### src/rtl/forward_history_buffer_pkg.sv
// Shared types for the forward history: one recorded RAM write per table and
// one recorded inter-table shift per table boundary, plus address masking.
package hash_pkg;

    localparam int DATA_WIDTH         = 4;
    localparam int KEY_WIDTH          = 2;
    localparam int MAX_HASH_ADR_WIDTH = 2;

    typedef logic [MAX_HASH_ADR_WIDTH-1:0] hash_adr_t;

    typedef struct packed {
        hash_adr_t             hash_adr;
        logic [DATA_WIDTH-1:0] data;
        logic [KEY_WIDTH-1:0]  key;
        logic                  valid;
        logic                  updated_mem;
    } fwd_entry_t;

    typedef struct packed {
        hash_adr_t hash_adr;
        logic      valid;
    } fwd_shift_t;

    // Clears every address bit at or above the table's own address width.
    function automatic hash_adr_t mask_adr(hash_adr_t adr, int width);
        hash_adr_t m;
        for (int b = 0; b < MAX_HASH_ADR_WIDTH; b++) begin
            m[b] = (b < width) ? adr[b] : 1'b0;
        end
        return m;
    endfunction

endpackage

### src/rtl/forward_history_buffer_if.sv
// Bundle between the insert/write-back stage, the history buffer and
// whole_forward_updater. master drives the commit side, slave is the buffer.
interface forward_history_buffer_if #(
    parameter int NUMBER_OF_TABLES       = 3,
    parameter int FORWARDED_CLOCK_CYCLES = 2
);
    import hash_pkg::*;

    localparam int NT = NUMBER_OF_TABLES;
    localparam int NS = NUMBER_OF_TABLES - 1;
    localparam int NA = FORWARDED_CLOCK_CYCLES;

    logic                                 clk_en;
    logic                                 flush_i;
    logic [NT-1:0]                        wr_en_i;
    hash_adr_t [NT-1:0]                   wr_hash_adr_i;
    logic [NT-1:0][DATA_WIDTH-1:0]        wr_data_i;
    logic [NT-1:0][KEY_WIDTH-1:0]         wr_key_i;
    logic [NT-1:0]                        wr_valid_i;
    logic [NS-1:0]                        shift_en_i;
    hash_adr_t [NS-1:0]                   shift_adr_i;

    hash_adr_t [NA-1:0][NT-1:0]           hist_hash_adr_o;
    logic [NA-1:0][NT-1:0][DATA_WIDTH-1:0] hist_data_o;
    logic [NA-1:0][NT-1:0][KEY_WIDTH-1:0] hist_key_o;
    logic [NA-1:0][NT-1:0]                hist_updated_mem_o;
    logic [NA-1:0][NT-1:0]                hist_valid_o;
    hash_adr_t [NA-1:0][NS-1:0]           hist_shift_hash_adr_o;
    logic [NA-1:0][NS-1:0]                hist_shift_valid_o;
    logic                                 pending_o;

    modport master (
        output clk_en, flush_i, wr_en_i, wr_hash_adr_i, wr_data_i, wr_key_i,
               wr_valid_i, shift_en_i, shift_adr_i,
        input  hist_hash_adr_o, hist_data_o, hist_key_o, hist_updated_mem_o,
               hist_valid_o, hist_shift_hash_adr_o, hist_shift_valid_o, pending_o
    );

    modport slave (
        input  clk_en, flush_i, wr_en_i, wr_hash_adr_i, wr_data_i, wr_key_i,
               wr_valid_i, shift_en_i, shift_adr_i,
        output hist_hash_adr_o, hist_data_o, hist_key_o, hist_updated_mem_o,
               hist_valid_o, hist_shift_hash_adr_o, hist_shift_valid_o, pending_o
    );

endinterface

### src/rtl/forward_history_lane.sv
// One table's age-ordered history: a shift register of committed writes and,
// unless this is the last table, of shifts out of this table into the next.
module forward_history_lane
    import hash_pkg::*;
#(
    parameter int DEPTH     = 2,
    parameter int ADR_W     = 2,
    parameter bit HAS_SHIFT = 1'b1
) (
    input  logic                   clk,
    input  logic                   reset,
    input  logic                   clk_en,
    input  logic                   flush,
    input  logic                   wr_en,
    input  hash_adr_t              wr_adr,
    input  logic [DATA_WIDTH-1:0]  wr_data,
    input  logic [KEY_WIDTH-1:0]   wr_key,
    input  logic                   wr_valid,
    input  logic                   shift_en,
    input  hash_adr_t              shift_adr,
    output fwd_entry_t [DEPTH-1:0] hist,
    output fwd_shift_t [DEPTH-1:0] shift_hist,
    output logic                   pending
);

    fwd_entry_t [DEPTH-1:0] ent_q, ent_d;
    fwd_shift_t [DEPTH-1:0] sh_q, sh_d;

    // Next history: age on clk_en, capture age 0, then apply flush to flags.
    always_comb begin
        // NOTE: start from the held value so every path assigns; no latch.
        ent_d = ent_q;
        sh_d  = sh_q;
        if (clk_en) begin
            for (int k = 1; k < DEPTH; k++) begin
                ent_d[k] = ent_q[k-1];
                sh_d[k]  = sh_q[k-1];
            end
            ent_d[0] = '{hash_adr:    mask_adr(wr_adr, ADR_W),
                         data:        wr_data,
                         key:         wr_key,
                         valid:       wr_valid,
                         updated_mem: wr_en};
            sh_d[0]  = '{hash_adr: mask_adr(shift_adr, ADR_W),
                         valid:    shift_en};
        end
        if (flush) begin
            // Age 0 survives a flush only when it is this cycle's committed write.
            for (int k = 1; k < DEPTH; k++) begin
                ent_d[k].updated_mem = 1'b0;
                sh_d[k].valid        = 1'b0;
            end
            if (!clk_en) begin
                ent_d[0].updated_mem = 1'b0;
                sh_d[0].valid        = 1'b0;
            end
        end
        if (!HAS_SHIFT) begin
            sh_d = '0;
        end
    end

    // History registers with synchronous reset.
    always_ff @(posedge clk) begin
        if (reset) begin
            // NOTE: the whole history is reset, not just the flags, so the
            // don't-care fields read back as 0 after reset.
            ent_q <= '0;
            sh_q  <= '0;
        end else begin
            // NOTE: non-blocking so every age samples the pre-edge value.
            ent_q <= ent_d;
            sh_q  <= sh_d;
        end
    end

    // Any live record in this lane.
    always_comb begin
        pending = 1'b0;
        for (int k = 0; k < DEPTH; k++) begin
            pending = pending | ent_q[k].updated_mem | sh_q[k].valid;
        end
    end

    assign hist       = ent_q;
    assign shift_hist = sh_q;

endmodule

### src/rtl/forward_history_buffer.sv
// Forward history for stale-read correction: one lane per cuckoo table,
// outputs reordered to [age][table] for whole_forward_updater.
module forward_history_buffer
    import hash_pkg::*;
#(
    parameter int NUMBER_OF_TABLES       = 3,
    parameter int FORWARDED_CLOCK_CYCLES = 2,
    parameter logic [NUMBER_OF_TABLES-1:0][31:0] HASH_TABLE_ADR_WIDTH =
        {32'd2, 32'd2, 32'd2}
) (
    input  logic                     clk,
    input  logic                     reset,
    forward_history_buffer_if.slave  bus
);

    localparam int NT = NUMBER_OF_TABLES;
    localparam int NA = FORWARDED_CLOCK_CYCLES;

    fwd_entry_t [NT-1:0][NA-1:0] lane_hist;
    fwd_shift_t [NT-1:0][NA-1:0] lane_shift;
    logic [NT-1:0]               lane_pending;
    logic [NT-1:0]               lane_shift_en;
    hash_adr_t [NT-1:0]          lane_shift_adr;

    // Route boundary shifts to their source table; the last table has none.
    always_comb begin
        lane_shift_en  = '0;
        lane_shift_adr = '0;
        for (int i = 0; i < NT - 1; i++) begin
            lane_shift_en[i]  = bus.shift_en_i[i];
            lane_shift_adr[i] = bus.shift_adr_i[i];
        end
    end

    for (genvar i = 0; i < NT; i++) begin : g_lane
        forward_history_lane #(
            .DEPTH     (NA),
            .ADR_W     (int'(HASH_TABLE_ADR_WIDTH[i])),
            .HAS_SHIFT (i < NT - 1)
        ) u_lane (
            .clk        (clk),
            .reset      (reset),
            .clk_en     (bus.clk_en),
            .flush      (bus.flush_i),
            .wr_en      (bus.wr_en_i[i]),
            .wr_adr     (bus.wr_hash_adr_i[i]),
            .wr_data    (bus.wr_data_i[i]),
            .wr_key     (bus.wr_key_i[i]),
            .wr_valid   (bus.wr_valid_i[i]),
            .shift_en   (lane_shift_en[i]),
            .shift_adr  (lane_shift_adr[i]),
            .hist       (lane_hist[i]),
            .shift_hist (lane_shift[i]),
            .pending    (lane_pending[i])
        );
    end

    // Reorder lane histories from [table][age] into [age][table].
    always_comb begin
        bus.hist_hash_adr_o       = '0;
        bus.hist_data_o           = '0;
        bus.hist_key_o            = '0;
        bus.hist_updated_mem_o    = '0;
        bus.hist_valid_o          = '0;
        bus.hist_shift_hash_adr_o = '0;
        bus.hist_shift_valid_o    = '0;
        for (int a = 0; a < NA; a++) begin
            for (int i = 0; i < NT; i++) begin
                bus.hist_hash_adr_o[a][i]    = lane_hist[i][a].hash_adr;
                bus.hist_data_o[a][i]        = lane_hist[i][a].data;
                bus.hist_key_o[a][i]         = lane_hist[i][a].key;
                bus.hist_valid_o[a][i]       = lane_hist[i][a].valid;
                bus.hist_updated_mem_o[a][i] = lane_hist[i][a].updated_mem;
            end
            for (int s = 0; s < NT - 1; s++) begin
                bus.hist_shift_hash_adr_o[a][s] = lane_shift[s][a].hash_adr;
                bus.hist_shift_valid_o[a][s]    = lane_shift[s][a].valid;
            end
        end
    end

    // The last lane's shift record is constant zero; folding it in keeps every
    // lane output consumed without changing the result.
    assign bus.pending_o = (|lane_pending) | (|lane_shift[NT-1]);

endmodule

### src/flat_wrapper.sv
// flat-port wrapper written by rule: the top's interface ports become plain ports
module forward_history_buffer_flat import hash_pkg::*;
#(
    parameter int NUMBER_OF_TABLES       = 3,
    parameter int FORWARDED_CLOCK_CYCLES = 2,
    parameter logic [NUMBER_OF_TABLES-1:0][31:0] HASH_TABLE_ADR_WIDTH =
        {32'd2, 32'd2, 32'd2}
)
  (clk, reset, bus_clk_en, bus_flush_i, bus_wr_en_i, bus_wr_hash_adr_i, bus_wr_data_i, bus_wr_key_i, bus_wr_valid_i, bus_shift_en_i, bus_shift_adr_i, bus_hist_hash_adr_o, bus_hist_data_o, bus_hist_key_o, bus_hist_updated_mem_o, bus_hist_valid_o, bus_hist_shift_hash_adr_o, bus_hist_shift_valid_o, bus_pending_o);
  forward_history_buffer_if #(.NUMBER_OF_TABLES(NUMBER_OF_TABLES), .FORWARDED_CLOCK_CYCLES(FORWARDED_CLOCK_CYCLES)) bus_i ();
  input  logic clk;
  input  logic reset;
  input wire logic [$bits(bus_i.clk_en)-1:0] bus_clk_en;
  input wire logic [$bits(bus_i.flush_i)-1:0] bus_flush_i;
  input wire logic [$bits(bus_i.wr_en_i)-1:0] bus_wr_en_i;
  input wire logic [$bits(bus_i.wr_hash_adr_i)-1:0] bus_wr_hash_adr_i;
  input wire logic [$bits(bus_i.wr_data_i)-1:0] bus_wr_data_i;
  input wire logic [$bits(bus_i.wr_key_i)-1:0] bus_wr_key_i;
  input wire logic [$bits(bus_i.wr_valid_i)-1:0] bus_wr_valid_i;
  input wire logic [$bits(bus_i.shift_en_i)-1:0] bus_shift_en_i;
  input wire logic [$bits(bus_i.shift_adr_i)-1:0] bus_shift_adr_i;
  output wire logic [$bits(bus_i.hist_hash_adr_o)-1:0] bus_hist_hash_adr_o;
  output wire logic [$bits(bus_i.hist_data_o)-1:0] bus_hist_data_o;
  output wire logic [$bits(bus_i.hist_key_o)-1:0] bus_hist_key_o;
  output wire logic [$bits(bus_i.hist_updated_mem_o)-1:0] bus_hist_updated_mem_o;
  output wire logic [$bits(bus_i.hist_valid_o)-1:0] bus_hist_valid_o;
  output wire logic [$bits(bus_i.hist_shift_hash_adr_o)-1:0] bus_hist_shift_hash_adr_o;
  output wire logic [$bits(bus_i.hist_shift_valid_o)-1:0] bus_hist_shift_valid_o;
  output wire logic [$bits(bus_i.pending_o)-1:0] bus_pending_o;
  assign bus_i.clk_en = bus_clk_en;
  assign bus_i.flush_i = bus_flush_i;
  assign bus_i.wr_en_i = bus_wr_en_i;
  assign bus_i.wr_hash_adr_i = bus_wr_hash_adr_i;
  assign bus_i.wr_data_i = bus_wr_data_i;
  assign bus_i.wr_key_i = bus_wr_key_i;
  assign bus_i.wr_valid_i = bus_wr_valid_i;
  assign bus_i.shift_en_i = bus_shift_en_i;
  assign bus_i.shift_adr_i = bus_shift_adr_i;
  assign bus_hist_hash_adr_o = bus_i.hist_hash_adr_o;
  assign bus_hist_data_o = bus_i.hist_data_o;
  assign bus_hist_key_o = bus_i.hist_key_o;
  assign bus_hist_updated_mem_o = bus_i.hist_updated_mem_o;
  assign bus_hist_valid_o = bus_i.hist_valid_o;
  assign bus_hist_shift_hash_adr_o = bus_i.hist_shift_hash_adr_o;
  assign bus_hist_shift_valid_o = bus_i.hist_shift_valid_o;
  assign bus_pending_o = bus_i.pending_o;
  forward_history_buffer #(.NUMBER_OF_TABLES(NUMBER_OF_TABLES), .FORWARDED_CLOCK_CYCLES(FORWARDED_CLOCK_CYCLES), .HASH_TABLE_ADR_WIDTH(HASH_TABLE_ADR_WIDTH)) u_core (.clk(clk), .reset(reset), .bus(bus_i));
endmodule
### config.mk
export PLATFORM = sky130hd
export DESIGN_NAME = forward_history_buffer_flat
export DESIGN_NICKNAME = d
export VERILOG_FILES = /design/src/rtl/forward_history_buffer_pkg.sv /design/src/rtl/forward_history_buffer_if.sv /design/src/rtl/forward_history_lane.sv /design/src/rtl/forward_history_buffer.sv /design/src/flat_wrapper.sv
export SDC_FILE = /design/constraint.sdc
export NUM_CORES = 1
export LEC_CHECK = 0
export BUFFER_PORTS_ARGS = -buffer_cell sky130_fd_sc_hd__buf_2
export CAP_MARGIN = 0
export CORE_MARGIN = 10
export CORE_UTILIZATION = 42
export CTS_CLUSTER_SIZE = 24
export DETAILED_ROUTE_END_ITERATION = 7
export GPL_TIMING_DRIVEN = 0
export PLACE_DENSITY = 0.86
export SYNTH_ARGS = -nofsm -noshare
export SYNTH_HDL_FRONTEND = slang
export SYNTH_SLANG_ARGS = --single-unit
### constraint.sdc
create_clock -name clk -period 0.88 [get_ports clk]
set_input_delay 0.044 -clock clk [delete_from_list [all_inputs] [get_ports clk]]
set_output_delay 0.044 -clock clk [all_outputs]
set_load 0.005 [all_outputs]
==> flow_summary_export.csv <==
group,metric,value,unit
run_status,status,"complete, but fails checks",
run_status,violations,"setup timing",
placed_design,place_congestion,0.7272,
floorplanning,core,5956,um2
yosys,syn-num-nets,282,
yosys,ys_warn_count,0,
floorplanning,die_y,98.72,um
timing,max_freq,811.3,MHz
global_routing,grtUsageTotal,14.53,%
drt,via_per_inst,4.746,
global_routing,antenna_found_initial,0,
drt,drt-total-wl,7.518,mm
yosys,synth_cells,242,
drt,num_vias,2278,
yosys,syn_avg_cell_area,10.75,um2
floorplanning,fp-row-count,28,
global_routing,grt_pass1_vias,2342,
clock_network,root_buffer,"clkbuf_8",
worst_setup_path,cp_max_fo,3,
pwr,ir_worst_vdd,1.008,mV
worst_setup_path,cp.required,0.84,ns
cells_and_area,nets,443,
placed_design,hpwl,5.018,mm
floorplanning,ioPinCount,113,
floorplanning,die_area,9745,um2
flow_run,cap_violations,0,
worst_setup_path,end_kind,"output port",
yosys,syn_area,2602,um2
cells_and_area,n_fill_cell,479,
timing,fin_crit,1.233,ns
yosys,synth_top_family_by_area,"multiplexers",
clock_network,clk_latency,0.33,ns
yosys,seq_area_frac_synth,55.38,%
timing,finalCritPeriodShare,140.1,%
cells_and_area,design_area,3953,um2
timing,finalWorstSetupSlack,-0.3527,ns
global_routing,overflow,0,
drt,drtPass1Iterations,4,
clock_network,clock_path_buffers,2,
pwr,leakagePower,2.001,nW
clock_network,cts.sinks,72,
floorplanning,die-width,98.72,um
timing,rsz0062_at_grt,"yes",
drt,route.detailed.drc,0,
clock_network,cts_max_level,3,
clock_network,clkTransAtPathRegs,0.07,ns
worst_setup_path,crit_type,"flip-flop to output port",
yosys,ys_ff_latch,72,
cells_and_area,drive_above_1_share,45.68,%
yosys,synth_fa_ha_area_share,0,%
timing,hold_violations,0,
worst_setup_path,arrival,1.19,ns
yosys,synth_xor_area_share,0,%
yosys,synth_compound_area_share,0.9615,%
timing,tightest_slew,0.4787,ns
worst_setup_path,start_kind,"flip-flop",
placed_design,port_buffers,110,
yosys,synth_cell_types,13,
timing,setup_viol,10,
pwr,powerDensity,1677,nW/um2
cells_and_area,insertedDiodeCount,0,
timing,report.final.slew_viol_count,0,
yosys,synth-simple-area-share,13.13,%
yosys,synthMuxAreaShare,25.77,%
clock_network,cts-buffers-inserted,9,
timing,max-slew-margin-rel,68.08,%
drt,drtIter0Drc,88,
cells_and_area,syn_to_final_growth,51.87,%
global_routing,grt_pass1_wl,11.65,mm
drt,ant_nets,0,
global_routing,grt_max_degree,11,
clock_network,cts_tree,"yes",
drt,wl_per_cell,15.66,um
cells_and_area,final_core_util,66.37,%
timing,finalClockSkew,0.005278,ns
placed_design,postPlaceCellArea,3253,um2
worst_hold_path,min_path_type,"primary input to flip-flop",
floorplanning,initial_core_util,43.70,%
cell families after synthesis:
group                  Yosys count
flip-flops                      72
buffers and inverters           17
multiplexers                    67
AO/OA/AOI/OAI                    5
AND/OR/NAND/NOR                 81
per-stage QoR:
step	setup TNS [ns]	setup slack, ns	std cells	total power [W]	hold WS, ns
floorplan	0	0.02206	242	0.003969	0.1799
global placement	-12.36	-0.1891	427	0.004274	0.2752
detailed placement	-11.49	-0.1997	427	0.004299	0.2858
CTS	-0.9892	-0.3851	479	0.006669	0.02402
global route	-1.599	-0.4309	480	0.006968	0.03913
finish	-1.110	-0.3527	480	0.006629	0.05229
metal layers:
layer | up-vias | GRT usage [%] | routed length, um
met5 | - | 0 | 0
met4 | 0 | 5.513 | 93
met3 | 9 | 6.075 | 593
met2 | 79 | 24.96 | 3805
met1 | 1063 | 15.54 | 3026
li1 | 1127 | - | -
power breakdown:
group / switching [W] / internal [W] / leakage (nW)
Combinational: 0.000388 / 0.000504 / 1.31
Sequential: 0.000104 / 0.00342 / 0.609
Clock: 0.00109 / 0.00113 / 0.0842
Total: 0.00158 / 0.00505 / 2.00
area by class of cell:
class	count	area [um2]	share of cell area, %
multi-input combinational	153	1077	27.26
buffer	17	123.9	3.134
clock buffer	12	155.1	3.925
clock inverter	1	5.005	0.1266
tap	75	93.84	2.374
timing repair buffer	150	985.9	24.94
sequential	72	1511	38.24
cells in the final DEF (no fill, tap or decap), drive strengths merged:
master,netlist,routed
buf,8,122
dfxtp,72,72
mux2i,67,67
nor2,63,63
dlygate4sd3,0,36
clkbuf,9,21
nand2,5,5
nor3,5,5
or3b,5,5
a21oi,5,5
nor4,2,2
nand3,1,1
clkinv,0,1
synth_stat cells, drive strengths merged:
library cell  instances  area share (%)
nor2                 63             9.1
nor4                  2            0.48
clkbuf                9             1.3
mux2i                67              26
nand3                 1            0.19
nand2                 5            0.72
buf                   8             3.5
nor3                  5            0.96
dfxtp                72              55
a21oi                 5            0.96
or3b                  5             1.7
path summary, 6_finish.rpt:
check | startpoint | end | slack, ns | cells after the start
hold reg to reg | u_core.g_lane[0].u_lane.hist[15]$_SDFFE_PP0P_ | u_core.g_lane[0].u_lane.hist[15]$_SDFFE_PP0P_ | 0.49 | 2
hold / removal | bus_clk_en | u_core.g_lane[0].u_lane.shift_hist[0]$_SDFF_PP0_ | 0.05 | 3
setup / recovery | u_core.g_lane[1].u_lane.shift_hist[3]$_SDFFE_PP0P_ | bus_pending_o | -0.35 | 3
setup reg to reg | u_core.g_lane[0].u_lane.hist[0]$_SDFF_PP0_ | u_core.g_lane[0].u_lane.hist[0]$_SDFF_PP0_ | -0.15 | 3
state kept, by name, summed over array words and instances (netlist names):
signal,count
u_core.g_lane.u_lane.hist,60
u_core.g_lane.u_lane.shift_hist,12
critical path, cell delays in order, from the launching register on:
cell and delay [ns]:
dfxtp_2 0.34, nor4_4 0.26, nand3_1 0.11, buf_2 0.15
repair_timing:
item | CTS | global route
endpoints found under the setup margin | 8 | 49
buffers inserted | 3 | 1
hold buffers | 36 | 0
resized for setup | 11 | 50
pin swaps | 7 | 3
hold endpoints to repair | 36 | 0
Note: power is estimated with default switching activity, not from simulation.
